<file path="src/rtl/pipe_stall_ctrl.sv">
// Pipeline stall/branch controller: merges per-stage stall requests, sequences branch redirects across PC stalls,
// counts PC-stall cycles. Optional stall watchdog is enabled by defining PIPE_STALL_CTRL_WDOG_EN.
module pipe_stall_ctrl #(
    parameter int WDOG_LIMIT = 1024,
    parameter int CNT_W      = 32,
    parameter int ADDR_W     = 32
) (
    input  logic              clk,
    input  logic              rst,
    input  logic              stallreq_if,
    input  logic              stallreq_id,
    input  logic              stallreq_ex,
    input  logic              stallreq_mem,
    input  logic              br_req,
    input  logic [ADDR_W-1:0] br_target,
    output logic [5:0]        stall,
    output logic              br,
    output logic              pc_redirect,
    output logic [ADDR_W-1:0] pc_target,
    output logic [CNT_W-1:0]  stall_cycles,
    output logic              wdog_err
);

    if (WDOG_LIMIT < 1) begin : g_bad_wdog_limit
        $error("pipe_stall_ctrl: WDOG_LIMIT must be at least 1");
    end
    if (CNT_W < 1) begin : g_bad_cnt_w
        $error("pipe_stall_ctrl: CNT_W must be at least 1");
    end

    typedef enum logic {
        RUN     = 1'b0,
        BR_PEND = 1'b1
    } state_t;

    state_t            state, state_nxt;
    logic [ADDR_W-1:0] pend_target, pend_target_nxt;
    logic [5:0]        stall_req;
    logic              acc;

    // Deepest requester wins; a held stage also holds everything upstream of it.
    // NOTE: every signal written in always_comb gets a default first, otherwise a latch is inferred.
    always_comb begin
        stall_req = 6'b000000;
        if (stallreq_mem) begin
            stall_req = 6'b011111;
        end else if (stallreq_ex) begin
            stall_req = 6'b001111;
        end else if (stallreq_id) begin
            stall_req = 6'b000111;
        end else if (stallreq_if) begin
            stall_req = 6'b000011;
        end
    end

    assign stall = rst ? 6'b000000 : stall_req;

    // A branch resolved while EX is frozen is stale and must not be taken.
    assign acc = br_req & ~stall[3];

    always_comb begin
        state_nxt       = state;
        pend_target_nxt = pend_target;
        br              = 1'b0;
        pc_redirect     = 1'b0;
        pc_target       = '0;

        unique case (state)
            RUN: begin
                if (acc) begin
                    br = 1'b1;
                    if (!stall[0]) begin
                        pc_redirect = 1'b1;
                        pc_target   = br_target;
                    end else begin
                        pend_target_nxt = br_target;
                        state_nxt       = BR_PEND;
                    end
                end
            end
            BR_PEND: begin
                br = 1'b1;
                if (acc) begin
                    pend_target_nxt = br_target;
                end
                // A branch accepted in the release cycle bypasses the stored target.
                if (!stall[0]) begin
                    pc_redirect = 1'b1;
                    pc_target   = acc ? br_target : pend_target;
                    state_nxt   = RUN;
                end
            end
            default: begin
                state_nxt = RUN;
            end
        endcase

        if (rst) begin
            br          = 1'b0;
            pc_redirect = 1'b0;
            pc_target   = '0;
        end
    end

    // NOTE: sequential state uses non-blocking assignments so every register samples pre-edge values.
    always_ff @(posedge clk) begin
        if (rst) begin
            state       <= RUN;
            pend_target <= '0;
        end else begin
            state       <= state_nxt;
            pend_target <= pend_target_nxt;
        end
    end

    always_ff @(posedge clk) begin
        if (rst) begin
            stall_cycles <= '0;
        end else if (stall[0] && (stall_cycles != {CNT_W{1'b1}})) begin
            stall_cycles <= stall_cycles + CNT_W'(1);
        end
    end

`ifdef PIPE_STALL_CTRL_WDOG_EN
    localparam int               WD_W   = $clog2(WDOG_LIMIT + 1);
    localparam logic [WD_W-1:0]  WD_MAX = WD_W'(WDOG_LIMIT);

    logic [WD_W-1:0] wdog_cnt;

    // Counts consecutive PC-stall cycles only; any free cycle restarts it.
    always_ff @(posedge clk) begin
        if (rst) begin
            wdog_cnt <= '0;
            wdog_err <= 1'b0;
        end else if (!stall[0]) begin
            wdog_cnt <= '0;
        end else if (wdog_cnt != WD_MAX) begin
            wdog_cnt <= wdog_cnt + WD_W'(1);
            if ((wdog_cnt + WD_W'(1)) == WD_MAX) begin
                wdog_err <= 1'b1;
            end
        end
    end
`else
    assign wdog_err = 1'b0;
`endif

endmodule

</file>
<file path="config.mk">
export PLATFORM = sky130hd
export DESIGN_NAME = pipe_stall_ctrl
export DESIGN_NICKNAME = d
export VERILOG_FILES = /design/src/rtl/pipe_stall_ctrl.sv
export SDC_FILE = /design/constraint.sdc
export NUM_CORES = 1
export LEC_CHECK = 0
export BUFFER_PORTS_ARGS = -buffer_cell sky130_fd_sc_hd__buf_2
export CORE_AREA = 2 2 87 89
export CTS_BUF_LIST = sky130_fd_sc_hd__clkbuf_8
export DETAILED_ROUTE_END_ITERATION = 16
export DIE_AREA = 0 0 89 91
export PLACE_DENSITY = 0.8
export REMOVE_ABC_BUFFERS = 1
export SYNTH_ARGS = -nofsm -noshare
export SYNTH_HDL_FRONTEND = slang
export SYNTH_SLANG_ARGS = --single-unit
</file>
<file path="constraint.sdc">
create_clock -name clk -period 5.1 [get_ports clk]
set_clock_uncertainty 0.2 [all_clocks]
set_input_delay 0.51 -clock clk [delete_from_list [all_inputs] [get_ports clk]]
set_output_delay 0.51 -clock clk [all_outputs]
set_load 0.01 [all_outputs]
</file>
==> metrics.txt, run 1 <==
H-tree Lvls=3; area share of the leading cell type in the synthesized netlist=37.3%; max-capacitance violation count=0; startpoint class of the critical path=input pin; total of buffers placed on input and output ports=109; Final period util=67.0%; setup-violating endpoint count in the final report=0; number of sinks handled by clock tree synthesis=65; Final Max Tran Viols=0; setup repair after global routing missed its margin=false; list of cells traversed by the critical path=buf_2 -> buf_4 -> o21a_1 -> nand2_1 -> a21oi_1 -> buf_2; root buffer selected by CTS=clkbuf_8; hold buffer count at CTS=0; count of unresolved DRC violations after routing=0; Final GP Congestion=0.888; post-layout worst setup margin=1680 ps; CP dominant cell by count=buf_2; TritonCTS clock tree=yes; largest net degree at the start of global routing=36; required time at the worst-slack endpoint=4390 ps; Ports=112; flip-flop and latch count after synthesis=65; overall power consumption=1120 uW; combined buffer and inverter count along the critical path=3; number of different library cells in the post-synthesis netlist=47; Antenna Cells=0; vias in the first global route=3396; post-cts sizing count=0; Relative slew margins=14.2%; final routed wire length divided by cell count=14.2 um; placement-stage cell area=4030 um2; status=finished clean; final standard cell count with taps included and fillers excluded=671; mean post-synth cell area=7.27 um2; initial DRC count=246; count of flip-flops with a built-in enable after synthesis=0; Worst path top cell family by delay=compound AO/OA/AOI/OAI gates; clock-pin slew reported for the worst setup and hold paths after clock tree synthesis=70 ps; number of detailed-route iterations in the first pass=4; Placement Setup Slack=1560 ps; kind of critical path=in2out; Yosys warning count=0; static leakage=0.00171 uW; post-synthesis to final-layout area growth=21.7%; final setup TNS=0 ps; Die X=89 um; fill cell count=721; post-CTS setup-driven buffer insertion count=0; source-to-sink clock delay at the later pin of the worst-skew pair=340 ps; nets@finish=608; biggest fanout along the worst timing path=34; fin crit period=3420 ps; Main synth FF type=dfxtp_1; cell with the largest stage delay on the worst path=o21a_1; Placed Cells incl. Taps=656; Initial Utilization=48.9%; ratio of total power to cell area=265 nW/um2; post-route design area=4250 um2; fraction of the yosys area taken by sequential cells=37.3%; Sequential Area=1300 um2; Die Span Y=91 um; class of the most critical hold timing path=in2reg; via-per-instance ratio=5.72; footprint of the multi-input gates=2000 um2; area of the core=7140 um2; TritonCTS Buffers=9; final hold viol count=0; initial antenna violation count=0; Worst EP arrival=2710 ps; timing-limited maximum frequency=293 MHz; gate count of the mapped netlist=480; Synth async-reset ratio=0%; cell area after synthesis=3490 um2; HPWL after detailed placement=6540 um; overall global routing resource usage=23.5%; slew at the pin closest to its max-slew limit=1290 ps; cell types with the largest area share after synthesis=dfxtp_1 37%, nand2_1 13%, a21oi_1 11%; wire length of the first global-routing pass=15500 um; fraction of final layout cells sized beyond drive strength 1=25.2%; Final ANT Viol Nets=0; Crit. End Element=output pin; number of rows in the core area=31; number of buffers on the longest clock path=2; aggregate global routing overflow=0; vias after detailed routing=3840; peak supply drop=0.147 mV; biggest cell delay along the critical path=960 ps; Synth area leader=dfxtp_1; Total Wirelength=9530 um; area enclosed by the die boundary=8100 um2
-- registers in the layout, summed over array words and instances, names as in the netlist --
register      cells
state             1
pend_target      32
stall_cycles     32
-- per-layer routing --
metal	vias up	share of wire [%]	GRT usage [%]
met5	-	0	0
met4	0	1.1	8.71
met3	10	7.6	5.09
met2	159	46	37.9
met1	1781	45	30.6
li1	1890	-	-
-- kinds of logic after synthesis --
kind of cell,Yosys count,share of synthesized area [%]
AND/OR/NAND/NOR,245,34.7
AO/OA/AOI/OAI,118,20.3
buffers and inverters,45,5.70
XOR/XNOR,1,0.251
adder cells (fa/ha/maj),1,0.358
multiplexers,4,1.36
other,1,0.107
flip-flops,65,37.3
-- path summary, 6_finish.rpt --
check	cells past startpoint	from	slack, ps	endpoint
setup reg to reg	5	stall_cycles[0]$_SDFFE_PP0P_	2480	stall_cycles[27]$_SDFFE_PP0P_
hold reg to reg	2	pend_target[27]$_SDFFE_PP0P_	260	pend_target[27]$_SDFFE_PP0P_
hold / removal	3	br_target[12]	210	pend_target[12]$_SDFFE_PP0P_
setup / recovery	6	rst	1680	pc_target[21]
-- worst reg2reg max path: cells and delay by family (launching register included) --
kind	cells	cell delay [ps]
adder cells (fa/ha/maj)	1	380
AND/OR/NAND/NOR	3	1260
multiplexers	1	290
flip-flops	1	380
-- synthesized netlist by cell type, types with 2 or more instances --
| cell type | number |
|---|---|
| buf_6 | 2 |
| and4_1 | 5 |
| buf_2 | 3 |
| o41ai_1 | 4 |
| a21oi_1 | 78 |
| o211ai_1 | 8 |
| or2_2 | 2 |
| o21ai_1 | 4 |
| inv_1 | 8 |
| dfxtp_1 | 65 |
| clkbuf_1 | 28 |
| or3_1 | 4 |
| nand4_1 | 11 |
| o311ai_0 | 6 |
| nand3_1 | 47 |
| and2_1 | 4 |
| nor4_1 | 3 |
| and3_1 | 4 |
| mux2_2 | 2 |
| nand2_1 | 119 |
| or4_1 | 13 |
| buf_4 | 3 |
| o31ai_1 | 9 |
| nand3b_1 | 2 |
| o21ai_0 | 4 |
| nor3_1 | 2 |
| nor2_1 | 17 |
| nor2b_1 | 4 |
-- cell usage in the layout, fill, tap and decap left out, types with 2 or more instances in the layout --
cell type and instances:
o21ai_1 2, nor2b_1 4, nand3b_1 2, or4_1 13
o31ai_1 9, buf_4 4, nand2_1 119, nand4_1 11
o21ai_0 4, o211ai_1 8, and2_1 4, and4_1 5
or3_1 4, nor4_1 3, or2_2 2, buf_2 109
nor2_2 2, o311ai_0 6, and3_1 4, o21ai_2 3
mux2_2 2, clkbuf_8 13, dfxtp_1 65, inv_1 8
nand3_1 47, conb_1 2, o41ai_1 4, a21oi_1 78
nor2_1 16, nor3_1 2
-- final cells by class --
class | count | share of cell area, %
multi-input combinational | 371 | 47.2
inverter | 8 | 0.707
tap | 99 | 2.92
sequential | 65 | 30.6
clock buffer | 13 | 4.21
timing repair buffer | 113 | 13.5
clock inverter | 2 | 0.825
-- report_power, final --
| group | internal (uW) | switching (uW) |
|---|---|---|
| Combinational | 40.3 | 74.3 |
| Clock | 276 | 190 |
| Sequential | 526 | 17.2 |
-- metrics by stage --
step | utilization [%] | hold slack, ps
3_5_place_dp | 56.5 | 249
2_1_floorplan | - | 231
6_report | 59.5 | 213
3_3_place_gp | 56.5 | 242
4_1_cts | 59.5 | 207
5_1_grt | 59.5 | 205
(Power assumes the default switching activity.)
==> run 2, diff against run 1 <==
Settings changed: ABC_AREA set to 1, CORE_AREA 2 2 87 89 to 2 2 99 101, DIE_AREA 0 0 89 91 to 0 0 101 103, PLACE_DENSITY 0.8 to 0.77.
Clock period 5.1 ns to 3.27 ns, I/O delays scaled along.
==> metrics.txt, run 2 <==
Crit. End Element=output pin; post-synthesis to final-layout area growth=15.0%; switching component of the power=551 uW; mean post-synth cell area=5.66 um2; launch point of the worst reg-to-reg path=stall_cycles[1]$_SDFFE_PP0P_; final setup TNS=0 ps; Main synth FF type=dfxtp_1; flip-flop and latch count after synthesis=65; root buffer selected by CTS=clkbuf_8; nets@finish=921; Die X=101 um; vias after detailed routing=5107; Final period util=75.8%; largest registers=pend_target x32, stall_cycles x32, state x1; count of unresolved DRC violations after routing=0; Yosys warning count=0; commonest non-fill, non-tap cell in the layout=nand2_1; Switching Share=29.8%; fraction of the yosys area taken by sequential cells=28.8%; startpoint class of the critical path=input pin; most instantiated library cell after synthesis=nand2_1; Worst EP arrival=1950 ps; number of rows in the core area=36; Die Span Y=103 um; Synth async-reset ratio=0%; area share of the leading cell type in the synthesized netlist=28.8%; kind of critical path=in2out; vias in the first global route=4252; hold-critical path depth=2; final routed wire length divided by cell count=11.9 um; Final GP Congestion=0.965; overall power consumption=1850 uW; power share of the sequential group=45.4%; number of different library cells in the post-synthesis netlist=28; status=finished clean; combinational group share of total power=18.7%; timing-limited maximum frequency=403 MHz; top cell types by occurrence after synthesis=262 x nand2_1, 122 x nor2_1, 89 x inv_1; initial DRC count=304; placement-stage cell area=5010 um2; Antenna Cells=0; class of the most critical hold timing path=in2reg; cell types with the largest area share after synthesis=dfxtp_1 29%, nand2_1 22%, nor2_1 10%; total internal power=1300 uW; count of flip-flops with a built-in enable after synthesis=0; hold buffer count at CTS=0; capture point of the worst reg-to-reg path=stall_cycles[6]$_SDFFE_PP0P_; static leakage=0.00265 uW; fraction of final layout cells sized beyond drive strength 1=16.2%; number of buffers on the longest clock path=2; overall global routing resource usage=22.9%; H-tree Lvls=3; largest net degree at the start of global routing=65; timing endpoint of the critical path=pc_target[28]; gate count of the mapped netlist=798; Ports=112; source-to-sink clock delay at the later pin of the worst-skew pair=340 ps; area of the core=9460 um2; ratio of total power to cell area=355 nW/um2; Total Wirelength=11900 um; Relative slew margins=36.5%; HPWL after detailed placement=8100 um; Synth area leader=dfxtp_1; leading cell types in the layout, fill and taps excluded=262 x nand2_1, 122 x nor2_1, 109 x buf_2, 90 x inv_1, 65 x dfxtp_1; TritonCTS clock tree=yes; Initial Utilization=47.8%; total of buffers placed on input and output ports=109; area enclosed by the die boundary=10400 um2; TritonCTS Buffers=9; number of detailed-route iterations in the first pass=5; launching element of the worst setup path=rst; clock-pin slew reported for the worst setup and hold paths after clock tree synthesis=70 ps; final hold viol count=0; biggest fanout along the worst timing path=43; part of the total power dissipated in the clock network=35.9%; via-per-instance ratio=5.12; fin crit period=2480 ps; cell area after synthesis=4520 um2; post-CTS setup-driven buffer insertion count=0; max-capacitance violation count=0; slew at the pin closest to its max-slew limit=950 ps; setup slack, reg-to-reg=930 ps; cell depth of the worst flop-to-flop path=11; peak supply drop=0.223 mV; setup repair after global routing missed its margin=false; aggregate global routing overflow=0; setup-violating endpoint count in the final report=0; initial antenna violation count=0; post-route design area=5200 um2; required time at the worst-slack endpoint=2740 ps; Final Max Tran Viols=0; number of sinks handled by clock tree synthesis=65; Final ANT Viol Nets=0; post-cts sizing count=0; wire length of the first global-routing pass=19600 um
run 2: changes by cell type after synthesis, moves of 9 or more:
cell and change:
nand2_1 +143, nor2_1 +105, nand3_1 +16, inv_1 +81, o31ai_1 -9, or4_1 -13
a21oi_1 -52, nand4_1 +26, o21ai_0 +56
run 2: layout make-up:
type / instances / area, um2
Sequential cell: 65 / 1300
Clock buffer: 10 / 138
Timing Repair Buffer: 119 / 621
Fill cell: 988 / 4260
Clock inverter: 4 / 46.3
Multi-Input combinational cell: 594 / 2610
Inverter: 92 / 345
Tap cell: 114 / 143
run 2: cell families (layout without fill, tap and decap cells):
kind of cell / after synthesis / in the layout / share of synthesized area, %
flip-flops: 65 / 65 / 28.8
XOR/XNOR: 2 / 2 / 0.388
other: 1 / 2 / 0.0830
buffers and inverters: 140 / 225 / 13.6
AND/OR/NAND/NOR: 496 / 496 / 46.0
AO/OA/AOI/OAI: 93 / 93 / 10.8
adder cells (fa/ha/maj): 1 / 1 / 0.277
run 2: worst min path at each step:
stage                                 startpoint                           end  slack [ps]
floorplan                                    rst  stall_cycles[0]$_SDFFE_PP0P_         200
global placement    stall_cycles[0]$_SDFFE_PP0P_  stall_cycles[0]$_SDFFE_PP0P_         320
detailed placement  stall_cycles[1]$_SDFFE_PP0P_  stall_cycles[1]$_SDFFE_PP0P_         320
CTS                                          rst  stall_cycles[1]$_SDFFE_PP0P_          40
global route                                 rst  stall_cycles[1]$_SDFFE_PP0P_          60
finish                                       rst  stall_cycles[1]$_SDFFE_PP0P_          40
run 2: routing by layer:
layer / part of all wire (%) / up-vias / global-route usage, %
li1: - / 2684 / -
met1: 49 / 2235 / 32.3
met2: 43 / 172 / 35.3
met3: 6.5 / 16 / 4.14
met4: 1.3 / 0 / 7.90
met5: 0 / - / 0
run 2: worst max-delay path: stages:
cell	delay, ps
buf_2	140
inv_2	90
buf_4	270
buf_4	450
nand2_1	100
buf_4	250
nor2_1	170
buf_2	150
run 2: per-stage QoR:
step                      utilization, %  hold slack [ps]  setup slack (ps)  std cells
after floorplan                        -              196               315        751
after global placement              53.0              315               864        984
after detailed placement            53.0              317               760        984
after CTS                           55.0             37.1               757        998
after global routing                55.0             63.1               588        998
final                               55.0             39.3               790        998
run 2: power groups by stage:
stage / clock network (uW) / logic [uW] / registers [uW]
floorplan: 0 / 218 / 861
global placement: 0 / 340 / 857
detailed placement: 0 / 343 / 857
CTS: 672 / 345 / 839
global route: 707 / 394 / 842
finish: 663 / 345 / 839
==> run 3, diff against run 2 <==
Clock period 3.27 ns to 2.6 ns, I/O delays scaled along.
==> metrics.txt, run 3 (synthesis gave the netlist of run 2 again) <==
timing endpoint of the critical path=stall_cycles[0]$_SDFFE_PP0P_; status=finished clean; ratio of total power to cell area=445 nW/um2; largest registers=pend_target x32, stall_cycles x32, state x1; TritonCTS clock tree=yes; fill cell count=1028; source-to-sink clock delay at the later pin of the worst-skew pair=350 ps; Final Max Tran Viols=0; Total Wirelength=12000 um; Placement Setup Slack=314 ps; peak supply drop=0.300 mV; final hold viol count=0; static leakage=0.00270 uW; final routed wire length divided by cell count=11.9 um; vias in the first global route=4399; initial DRC count=321; largest net degree at the start of global routing=46; number of sinks handled by clock tree synthesis=65; total of buffers placed on input and output ports=109; Post-Route Hold Slack=80.0 ps; number of rows in the core area=36; Initial Utilization=47.8%; required time at the worst-slack endpoint=2670 ps; Crit. End Element=flip-flop; post-cts sizing count=0; nets@finish=927; via-per-instance ratio=5.14; kind of critical path=reg2reg; count of unresolved DRC violations after routing=0; class of the most critical hold timing path=in2reg; max-capacitance violation count=0; area enclosed by the die boundary=10400 um2; Ports=112; TritonCTS Buffers=9; commonest non-fill, non-tap cell in the layout=nand2_1; overall global routing resource usage=23.6%; startpoint class of the critical path=flip-flop; Met2 Routed Length=5290 um; number of buffers on the longest clock path=2; initial antenna violation count=0; leading cell types in the layout, fill and taps excluded=262 x nand2_1, 122 x nor2_1, 109 x buf_2, 92 x inv_1, 65 x dfxtp_1; vias after detailed routing=5173; Final GP Congestion=0.873; setup-violating endpoint count in the final report=0; root buffer selected by CTS=clkbuf_8; M1 wire length=5540 um; cell depth of the worst flop-to-flop path=10; setup slack, reg-to-reg=300 ps; wire length on met3=912 um; number of detailed-route iterations in the first pass=6; Placed Cells incl. Taps=989; area of the core=9460 um2; final standard cell count with taps included and fillers excluded=1006; slew at the pin closest to its max-slew limit=502 ps; Relative slew margins=66.5%; post-synthesis to final-layout area growth=16.7%; Worst EP arrival=2370 ps; setup repair after global routing missed its margin=false; timing-limited maximum frequency=435 MHz; clock-pin slew reported for the worst setup and hold paths after clock tree synthesis=70 ps; aggregate global routing overflow=0; post-layout worst setup margin=302 ps; Final ANT Viol Nets=0; capture point of the worst reg-to-reg path=stall_cycles[0]$_SDFFE_PP0P_; H-tree Lvls=3; biggest fanout along the worst timing path=16; Top Layer Used=met4; Die Span Y=103 um; fin crit period=2300 ps; launch point of the worst reg-to-reg path=stall_cycles[0]$_SDFFE_PP0P_; fraction of final layout cells sized beyond drive strength 1=16.6%; Antenna Cells=0; Die X=101 um; launching element of the worst setup path=stall_cycles[0]$_SDFFE_PP0P_; HPWL after detailed placement=8350 um; wire length of the first global-routing pass=20100 um; Final period util=88.4%
[run 3: cell count changes in the layout (fill, tap and decap cells not counted)]
cell / delta
buf_4: +3
inv_1: +2
clkinvlp_4: -1
clkinv_2: +1
buf_12: +2
dlygate4sd3_1: +1
[run 3: stage by stage]
stage	TNS [ps]	utilization, %	power [uW]	cell area [um2]
2_1_floorplan	-9220	-	1360	4250
3_3_place_gp	0	53.7	1520	5080
3_5_place_dp	0	53.7	1520	5080
4_1_cts	0	55.8	2370	5280
5_1_grt	0	55.8	2490	5280
6_report	0	55.8	2350	5280
[run 3: repair_timing]
action	in CTS	in global routing
buffers inserted	0	0
hold buffers	1	0
hold endpoints to repair	4	0
[run 3: worst min-delay path by stage]
stage	from	end	slack (ps)	cells after the start
after floorplan	rst	stall_cycles[0]$_SDFFE_PP0P_	130	1
after global placement	stall_cycles[1]$_SDFFE_PP0P_	stall_cycles[1]$_SDFFE_PP0P_	320	2
after detailed placement	stall_cycles[1]$_SDFFE_PP0P_	stall_cycles[1]$_SDFFE_PP0P_	310	2
after CTS	br_target[11]	pend_target[11]$_SDFFE_PP0P_	70	5
after global routing	br_target[7]	pend_target[7]$_SDFFE_PP0P_	90	5
final	br_target[7]	pend_target[7]$_SDFFE_PP0P_	80	5
[run 3: cell type report]
type,count,area [um2],area share (%)
Clock buffer,10,138,2.61
Inverter,92,345,6.54
Sequential cell,65,1300,24.7
Tap cell,114,143,2.70
Clock inverter,6,51.3,0.972
Timing Repair Buffer,125,693,13.1
Multi-Input combinational cell,594,2610,49.4
[run 3: power breakdown]
group	internal [uW]	switching, uW
registers	1030	20.4
clock network	456	391
logic	156	292
[run 3: routing by layer]
layer	global-route usage (%)	up-vias
li1	-	2695
met1	32.2	2264
met2	38.0	194
met3	3.19	20
met4	9.04	0
met5	0	-
[run 3: critical path, cell delays in order (launching register included)]
cell and delay (ps):
dfxtp_1 380, ha_1 200, nand2_1 70, nor2_2 190
nand2_1 120, nor2_1 150, nand3_2 280, buf_4 310
nand2_1 120, nand2_1 70, a21oi_1 130
